[src/rtl/sram_ctrl_pkg.sv]
// Shared widths and request/response records for the SRAM port controller.
package sram_ctrl_pkg;
  localparam int AW     = 9;
  localparam int DW     = 192;
  localparam int TW     = 4;
  localparam int RDEPTH = 2;
  localparam int CREDW  = $clog2(RDEPTH + 1);

  typedef struct packed {
    logic          we;
    logic [AW-1:0] addr;
    logic [DW-1:0] wdata;
    logic [TW-1:0] tag;
  } req_t;

  typedef struct packed {
    logic [DW-1:0] rdata;
    logic [TW-1:0] tag;
  } rsp_t;
endpackage

[src/rtl/sram_rsp_fifo.sv]
// Small synchronous FIFO holding read responses for one channel.
// A push and a pop in the same cycle on a full FIFO is legal.
module sram_rsp_fifo #(
  parameter int DEPTH = 2,
  parameter int WIDTH = 8
) (
  input  logic                       clock,
  input  logic                       reset_n,
  input  logic                       push,
  input  logic [WIDTH-1:0]           pushData,
  input  logic                       pop,
  output logic [WIDTH-1:0]           popData,
  output logic                       full,
  output logic                       empty,
  output logic [$clog2(DEPTH+1)-1:0] count
);
  localparam int PW = (DEPTH > 1) ? $clog2(DEPTH) : 1;
  localparam int CW = $clog2(DEPTH + 1);

  logic [WIDTH-1:0] mem [DEPTH];
  logic [PW-1:0]    wrPtr;
  logic [PW-1:0]    rdPtr;

  function automatic logic [PW-1:0] nextPtr(input logic [PW-1:0] p);
    return (p == PW'(DEPTH - 1)) ? '0 : p + 1'b1;
  endfunction

  always_ff @(posedge clock or negedge reset_n) begin
    if (!reset_n) begin
      wrPtr <= '0;
      rdPtr <= '0;
      count <= '0;
    end else begin
      if (push) wrPtr <= nextPtr(wrPtr);
      if (pop)  rdPtr <= nextPtr(rdPtr);
      if (push && !pop)      count <= count + 1'b1;
      else if (pop && !push) count <= count - 1'b1;
    end
  end

  // Storage carries no reset; occupancy alone decides what is valid.
  always_ff @(posedge clock) begin
    if (push) mem[wrPtr] <= pushData;
  end

  assign popData = mem[rdPtr];
  assign full    = (count == CW'(DEPTH));
  assign empty   = (count == '0);

  assert property (@(posedge clock) disable iff (!reset_n) !(push && full && !pop));
endmodule

[src/rtl/sram_port_ctrl.sv]
// Two-channel initiator for the 2R/2W SRAM macro: credit flow control, one issue stage, response FIFOs.
// Optional build macro SRAM_PORT_CTRL_FWD_EN forwards same-cycle write data to a colliding read.
module sram_port_ctrl
  import sram_ctrl_pkg::*;
(
  input  logic          clock,
  input  logic          reset_n,
  input  logic          req0_valid,
  output logic          req0_ready,
  input  logic          req0_we,
  input  logic [AW-1:0] req0_addr,
  input  logic [DW-1:0] req0_wdata,
  input  logic [TW-1:0] req0_tag,
  input  logic          req1_valid,
  output logic          req1_ready,
  input  logic          req1_we,
  input  logic [AW-1:0] req1_addr,
  input  logic [DW-1:0] req1_wdata,
  input  logic [TW-1:0] req1_tag,
  output logic          rsp0_valid,
  input  logic          rsp0_ready,
  output logic [DW-1:0] rsp0_rdata,
  output logic [TW-1:0] rsp0_tag,
  output logic          rsp1_valid,
  input  logic          rsp1_ready,
  output logic [DW-1:0] rsp1_rdata,
  output logic [TW-1:0] rsp1_tag,
  output logic          WE,
  output logic [AW-1:0] WriteAddress1,
  output logic [AW-1:0] WriteAddress2,
  output logic [DW-1:0] WriteBus1,
  output logic [DW-1:0] WriteBus2,
  output logic [AW-1:0] ReadAddress1,
  output logic [AW-1:0] ReadAddress2,
  input  logic [DW-1:0] ReadBus1,
  input  logic [DW-1:0] ReadBus2
);
  logic             running;
  logic [1:0]       reqValid, reqReady, rspReady, rspValid;
  logic [1:0]       accept, rdAccept, pop, push, wrEn;
  req_t             reqIn    [2];
  req_t             issReq   [2];
  logic             issValid [2];
  logic [CREDW-1:0] cred     [2];
  logic [AW-1:0]    rdAddr   [2];
  logic [DW-1:0]    readBus  [2];
  rsp_t             pushData [2];
  rsp_t             popData  [2];
  logic             fifoEmpty[2];
  logic             fifoFull [2];
  logic [CREDW-1:0] fifoCount[2];

  assign reqIn[0] = '{we: req0_we, addr: req0_addr, wdata: req0_wdata, tag: req0_tag};
  assign reqIn[1] = '{we: req1_we, addr: req1_addr, wdata: req1_wdata, tag: req1_tag};
  assign readBus[0] = ReadBus1;
  assign readBus[1] = ReadBus2;

  // Holds ready low through reset and for the release edge itself.
  always_ff @(posedge clock or negedge reset_n) begin
    if (!reset_n) running <= 1'b0;
    else          running <= 1'b1;
  end

  assign reqValid = {req1_valid, req0_valid};
  assign rspReady = {rsp1_ready, rsp0_ready};
  assign reqReady = {running & (cred[1] != '0), running & (cred[0] != '0)};
  assign accept   = reqValid & reqReady;
  assign rdAccept = accept & ~{reqIn[1].we, reqIn[0].we};
  assign rspValid = {~fifoEmpty[1], ~fifoEmpty[0]};
  assign pop      = rspValid & rspReady;
  assign push     = {issValid[1] & ~issReq[1].we, issValid[0] & ~issReq[0].we};
  assign wrEn     = {issValid[1] & issReq[1].we, issValid[0] & issReq[0].we};

  for (genvar ch = 0; ch < 2; ch++) begin : gChan
    logic [DW-1:0] rdData;

    always_ff @(posedge clock or negedge reset_n) begin
      if (!reset_n) begin
        cred[ch]     <= CREDW'(RDEPTH);
        issValid[ch] <= 1'b0;
        issReq[ch]   <= '0;
        rdAddr[ch]   <= '0;
      end else begin
        cred[ch]     <= cred[ch] - CREDW'(rdAccept[ch]) + CREDW'(pop[ch]);
        issValid[ch] <= accept[ch];
        if (accept[ch])   issReq[ch] <= reqIn[ch];
        if (rdAccept[ch]) rdAddr[ch] <= reqIn[ch].addr;
      end
    end

`ifdef SRAM_PORT_CTRL_FWD_EN
    // ch1 is checked last so it wins when both channels write the read address.
    always_comb begin
      rdData = readBus[ch];
      if (wrEn[0] && issReq[0].addr == rdAddr[ch]) rdData = issReq[0].wdata;
      if (wrEn[1] && issReq[1].addr == rdAddr[ch]) rdData = issReq[1].wdata;
    end
`else
    assign rdData = readBus[ch];
`endif

    assign pushData[ch] = '{rdata: rdData, tag: issReq[ch].tag};

    sram_rsp_fifo #(.DEPTH(RDEPTH), .WIDTH($bits(rsp_t))) uRspFifo (
      .clock    (clock),
      .reset_n  (reset_n),
      .push     (push[ch]),
      .pushData (pushData[ch]),
      .pop      (pop[ch]),
      .popData  (popData[ch]),
      .full     (fifoFull[ch]),
      .empty    (fifoEmpty[ch]),
      .count    (fifoCount[ch])
    );

    assert property (@(posedge clock) disable iff (!reset_n)
      ((32'(cred[ch]) + 32'(fifoCount[ch]) + 32'(push[ch])) == RDEPTH) &&
      (!fifoFull[ch] || cred[ch] == '0));
  end

  // Shared WE means both write ports always commit; a lone write is mirrored on both.
  always_comb begin
    WE            = |wrEn;
    WriteAddress1 = '0;
    WriteAddress2 = '0;
    WriteBus1     = '0;
    WriteBus2     = '0;
    if (wrEn[0] && wrEn[1]) begin
      WriteAddress1 = issReq[0].addr;
      WriteBus1     = issReq[0].wdata;
      WriteAddress2 = issReq[1].addr;
      WriteBus2     = issReq[1].wdata;
      if (issReq[0].addr == issReq[1].addr) WriteBus1 = issReq[1].wdata;
    end else if (wrEn[1]) begin
      WriteAddress1 = issReq[1].addr;
      WriteBus1     = issReq[1].wdata;
      WriteAddress2 = issReq[1].addr;
      WriteBus2     = issReq[1].wdata;
    end else if (wrEn[0]) begin
      WriteAddress1 = issReq[0].addr;
      WriteBus1     = issReq[0].wdata;
      WriteAddress2 = issReq[0].addr;
      WriteBus2     = issReq[0].wdata;
    end
  end

  assign ReadAddress1 = rdAddr[0];
  assign ReadAddress2 = rdAddr[1];
  assign req0_ready   = reqReady[0];
  assign req1_ready   = reqReady[1];
  assign rsp0_valid   = rspValid[0];
  assign rsp1_valid   = rspValid[1];
  assign rsp0_rdata   = popData[0].rdata;
  assign rsp0_tag     = popData[0].tag;
  assign rsp1_rdata   = popData[1].rdata;
  assign rsp1_tag     = popData[1].tag;
endmodule

[config.mk]
export PLATFORM = sky130hd
export DESIGN_NAME = sram_port_ctrl
export DESIGN_NICKNAME = d
export VERILOG_FILES = /design/src/rtl/sram_ctrl_pkg.sv /design/src/rtl/sram_rsp_fifo.sv /design/src/rtl/sram_port_ctrl.sv
export SDC_FILE = /design/constraint.sdc
export NUM_CORES = 2
export LEC_CHECK = 0
export CAP_MARGIN = 20
export CORE_AREA = 2 2 635 637
export CTS_CLUSTER_SIZE = 40
export DETAILED_ROUTE_END_ITERATION = 12
export DIE_AREA = 0 0 637 639
export HOLD_SLACK_MARGIN = 0.02
export SKIP_CTS_REPAIR_TIMING = 1
export SLEW_MARGIN = 10
export SYNTH_ARGS = -nofsm -noshare
export SYNTH_HDL_FRONTEND = slang
export SYNTH_SLANG_ARGS = --single-unit
[constraint.sdc]
create_clock -name clock -period 16.03 [get_ports clock]
set_clock_uncertainty 0.1 [all_clocks]
set_input_delay 3.206 -clock clock [delete_from_list [all_inputs] [get_ports clock]]
set_output_delay 3.206 -clock clock [all_outputs]
set_load 0.1 [all_outputs]
==> run metrics <==
status=finished clean; worst vdd ir=0.102 mV; worst-skew pair later-pin latency=0.86 ns; mux share of post-synthesis cell area=0.189; Worst Setup Path Type=reg2out; Remaining DRCs=0; mean post-synth cell area=18.1 µm²; DP HPWL=293,000 µm; most common cell in the netlist=mux2_2; layout cell share with drive strength beyond 1=0.320; post-synthesis to final-layout area growth=56.0%; Final Util=0.190; reg-to-reg startpoint=running; Placed Cells=9,489; DIE AREA=407,000 µm²; Post-Synth Simple-Gate Area=0.00272; TritonCTS clock tree=yes; setup TNS=0 ns; Num CTS Buffers=158; nets@finish=5,172; Starting Density=0.122; hold path start=issReq[1]; Hold Violations, Final=0; DR vias=35,000; Post-Synthesis Net Count=3,509; XOR/XNOR share of the synthesized area=0.00412; Ports=1,619; synth warn=0; fin crit share=0.592; H-tree depth=4; Critical Path Fanout Max=99; HP Class=reg2reg; Rel. slew slack=0.187; Combinational Power Share=0.501; fmax=105 MHz; Layout Cells excl Fill=9,841; Internal=0.00846 W; CORE AREA=401,000 µm²; CTS clock-pin slew for the worst setup and hold paths=0.06 ns; Pwr per Cell Area=231 nW/µm²; Die W=637 µm; ys async rst share=0.362; WL/cell=35.4 µm; Post-synth top flop=edfxtp_1; net switching power=0.00913 W; gr usage total=0.164; initial antenna violation count=240; Worst Setup SP=issValid[0]; Clock power frac=0.209; clk sinks=1,229; adder-cell share of the synthesized area=0.00154; Clock Tree Root=clkbuf_16; ANT nets after route=0; main combinational cell family by area after synthesis=multiplexers; number of port buffers=1,618; Netlist cell types=25; first-pass GRT wire length=426,000 µm; Flop pwr share=0.290; First-pass DRT Iterations=6; top cell type's share of synthesized area=0.482; crit path capture type=output pin; fin. max-slew vios=0; Arrival @ worst endpoint=6.19 ns; leakage power=26.5 nW; max_cap viols=0; Worst Path Required=12.72 ns; overall power=0.0176 W; Compound-Gate Fraction of Synth Area=0.0729; Tmin final=9.49 ns; DR iter-0 viols=3,402; Die Ht=639 µm; Std-Cell Rows=233; Hold Slack=0.366 ns; final wirelength=349,000 µm; Post-Synthesis Cells=2,701; cell type with the largest total area after synthesis=edfxtp_1; Synth Register Bits=1,229; number of global-route vias before repair=34,800; synth top area cells=edfxtp_1 (48%), dfrtp_1 (23%), mux2_2 (19%); pin count of the biggest net entering global routing=116; mapped cell area=48,800 µm²; sw frac=0.519; clock tree buffer depth=4; unrepaired setup endpoints after global routing=no; routability cong.=0.943; worst slew pin tran=1.22 ns; number of vias per cell=3.56; global route overflow=0; commonest cells in the netlist=mux2_2 (822), edfxtp_1 (784), dfrtp_1 (443); Post-synth EDFFs=784; Worst Setup Start Kind=flip-flop; Seq/Total Area, Yosys=0.710; setup violators final=0
[logic make-up (layout without fill, tap and decap cells)]
family                   Yosys count  count (layout)
flip-flops                      1229            1229
other                              1              68
multiplexers                     822             822
buffers and inverters            188            1974
adder cells (fa/ha/maj)            6               6
AND/OR/NAND/NOR                   26              26
AO/OA/AOI/OAI                    406             406
XOR/XNOR                          23              23
[final timing paths]
path	end	slack (ns)	cells past startpoint
setup / recovery	WriteBus1[184]	6.54	10
hold / removal	gChan[1].uRspFifo.mem[0][1]	0.37	0
setup reg to reg	issReq[390]	11.73	6
hold reg to reg	gChan[1].uRspFifo.mem[0][1]	0.37	0
max in group asynchronous	gChan[0].uRspFifo.rdPtr	10.59	4
min in group asynchronous	issReq[275]	2.29	1
[flip-flops by register name, summed over array words and instances, names as in the netlist]
register / count
gChan.uRspFifo.wrPtr: 2
issValid: 2
cred: 4
running: 1
gChan.uRspFifo.count: 4
gChan.uRspFifo.rdPtr: 2
gChan.uRspFifo.mem: 784
ReadAddress1: 9
issReq: 412
ReadAddress2: 9
[placed cells by master (no fill, tap or decap), types with 8 or more instances in the layout]
master	n
clkdlybuf4s50_1	1317
mux2_2	822
edfxtp_1	784
dfrtp_1	441
a22o_1	402
buf_4	292
clkbuf_16	160
diode_2	67
buf_2	38
clkbuf_1	36
buf_12	23
xnor2_1	17
clkinv_2	17
clkbuf_8	16
clkinv_1	15
bufinv_16	14
inv_6	9
inv_1	8
[power groups by stage]
| stage | clock (W) | sequential, W | combinational [W] |
|---|---|---|---|
| 6_report | 0.00367 | 0.00510 | 0.00881 |
| 5_1_grt | 0.00391 | 0.00517 | 0.00903 |
| 4_1_cts | 0.00382 | 0.00514 | 0.00890 |
| 3_5_place_dp | 0 | 0.00520 | 0.00887 |
| 3_3_place_gp | 0 | 0.00521 | 0.00878 |
| 2_1_floorplan | 0 | 0.00476 | 0.00604 |
[per-layer routing]
metal  GRT usage  wire, µm
met5           0       947
met4      0.0548     13900
met3      0.0885     42900
met2       0.275    166000
met1       0.176    125000
[area by class of cell]
cell class / instances / area, µm²
fillers: 42900 / 325000
flip-flops and latches: 1229 / 34700
repair buffers: 1683 / 16200
multi-input cells: 1284 / 13300
well taps: 5287 / 6620
clock buffers: 212 / 4360
clock inverters: 71 / 837
diodes: 67 / 168
inverters: 8 / 30.0
[metrics by stage]
step	cell area, µm²	worst slack, ns
floorplan	48800	6.48
global placement	70500	7.58
detailed placement	70800	7.46
CTS	76000	6.45
global route	76100	6.31
finish	76200	6.54
[worst max-delay path, cell delays in order, from the launching register on]
cell,delay (ns)
dfrtp_1,0.37
and2_4,0.51
buf_4,0.46
buf_4,0.42
nand2_1,0.15
o41ai_4,0.08
buf_4,0.43
buf_4,0.59
buf_12,0.35
a22o_1,0.27
clkdlybuf4s50_1,1.17
Note: power is estimated with default switching activity, not from simulation.
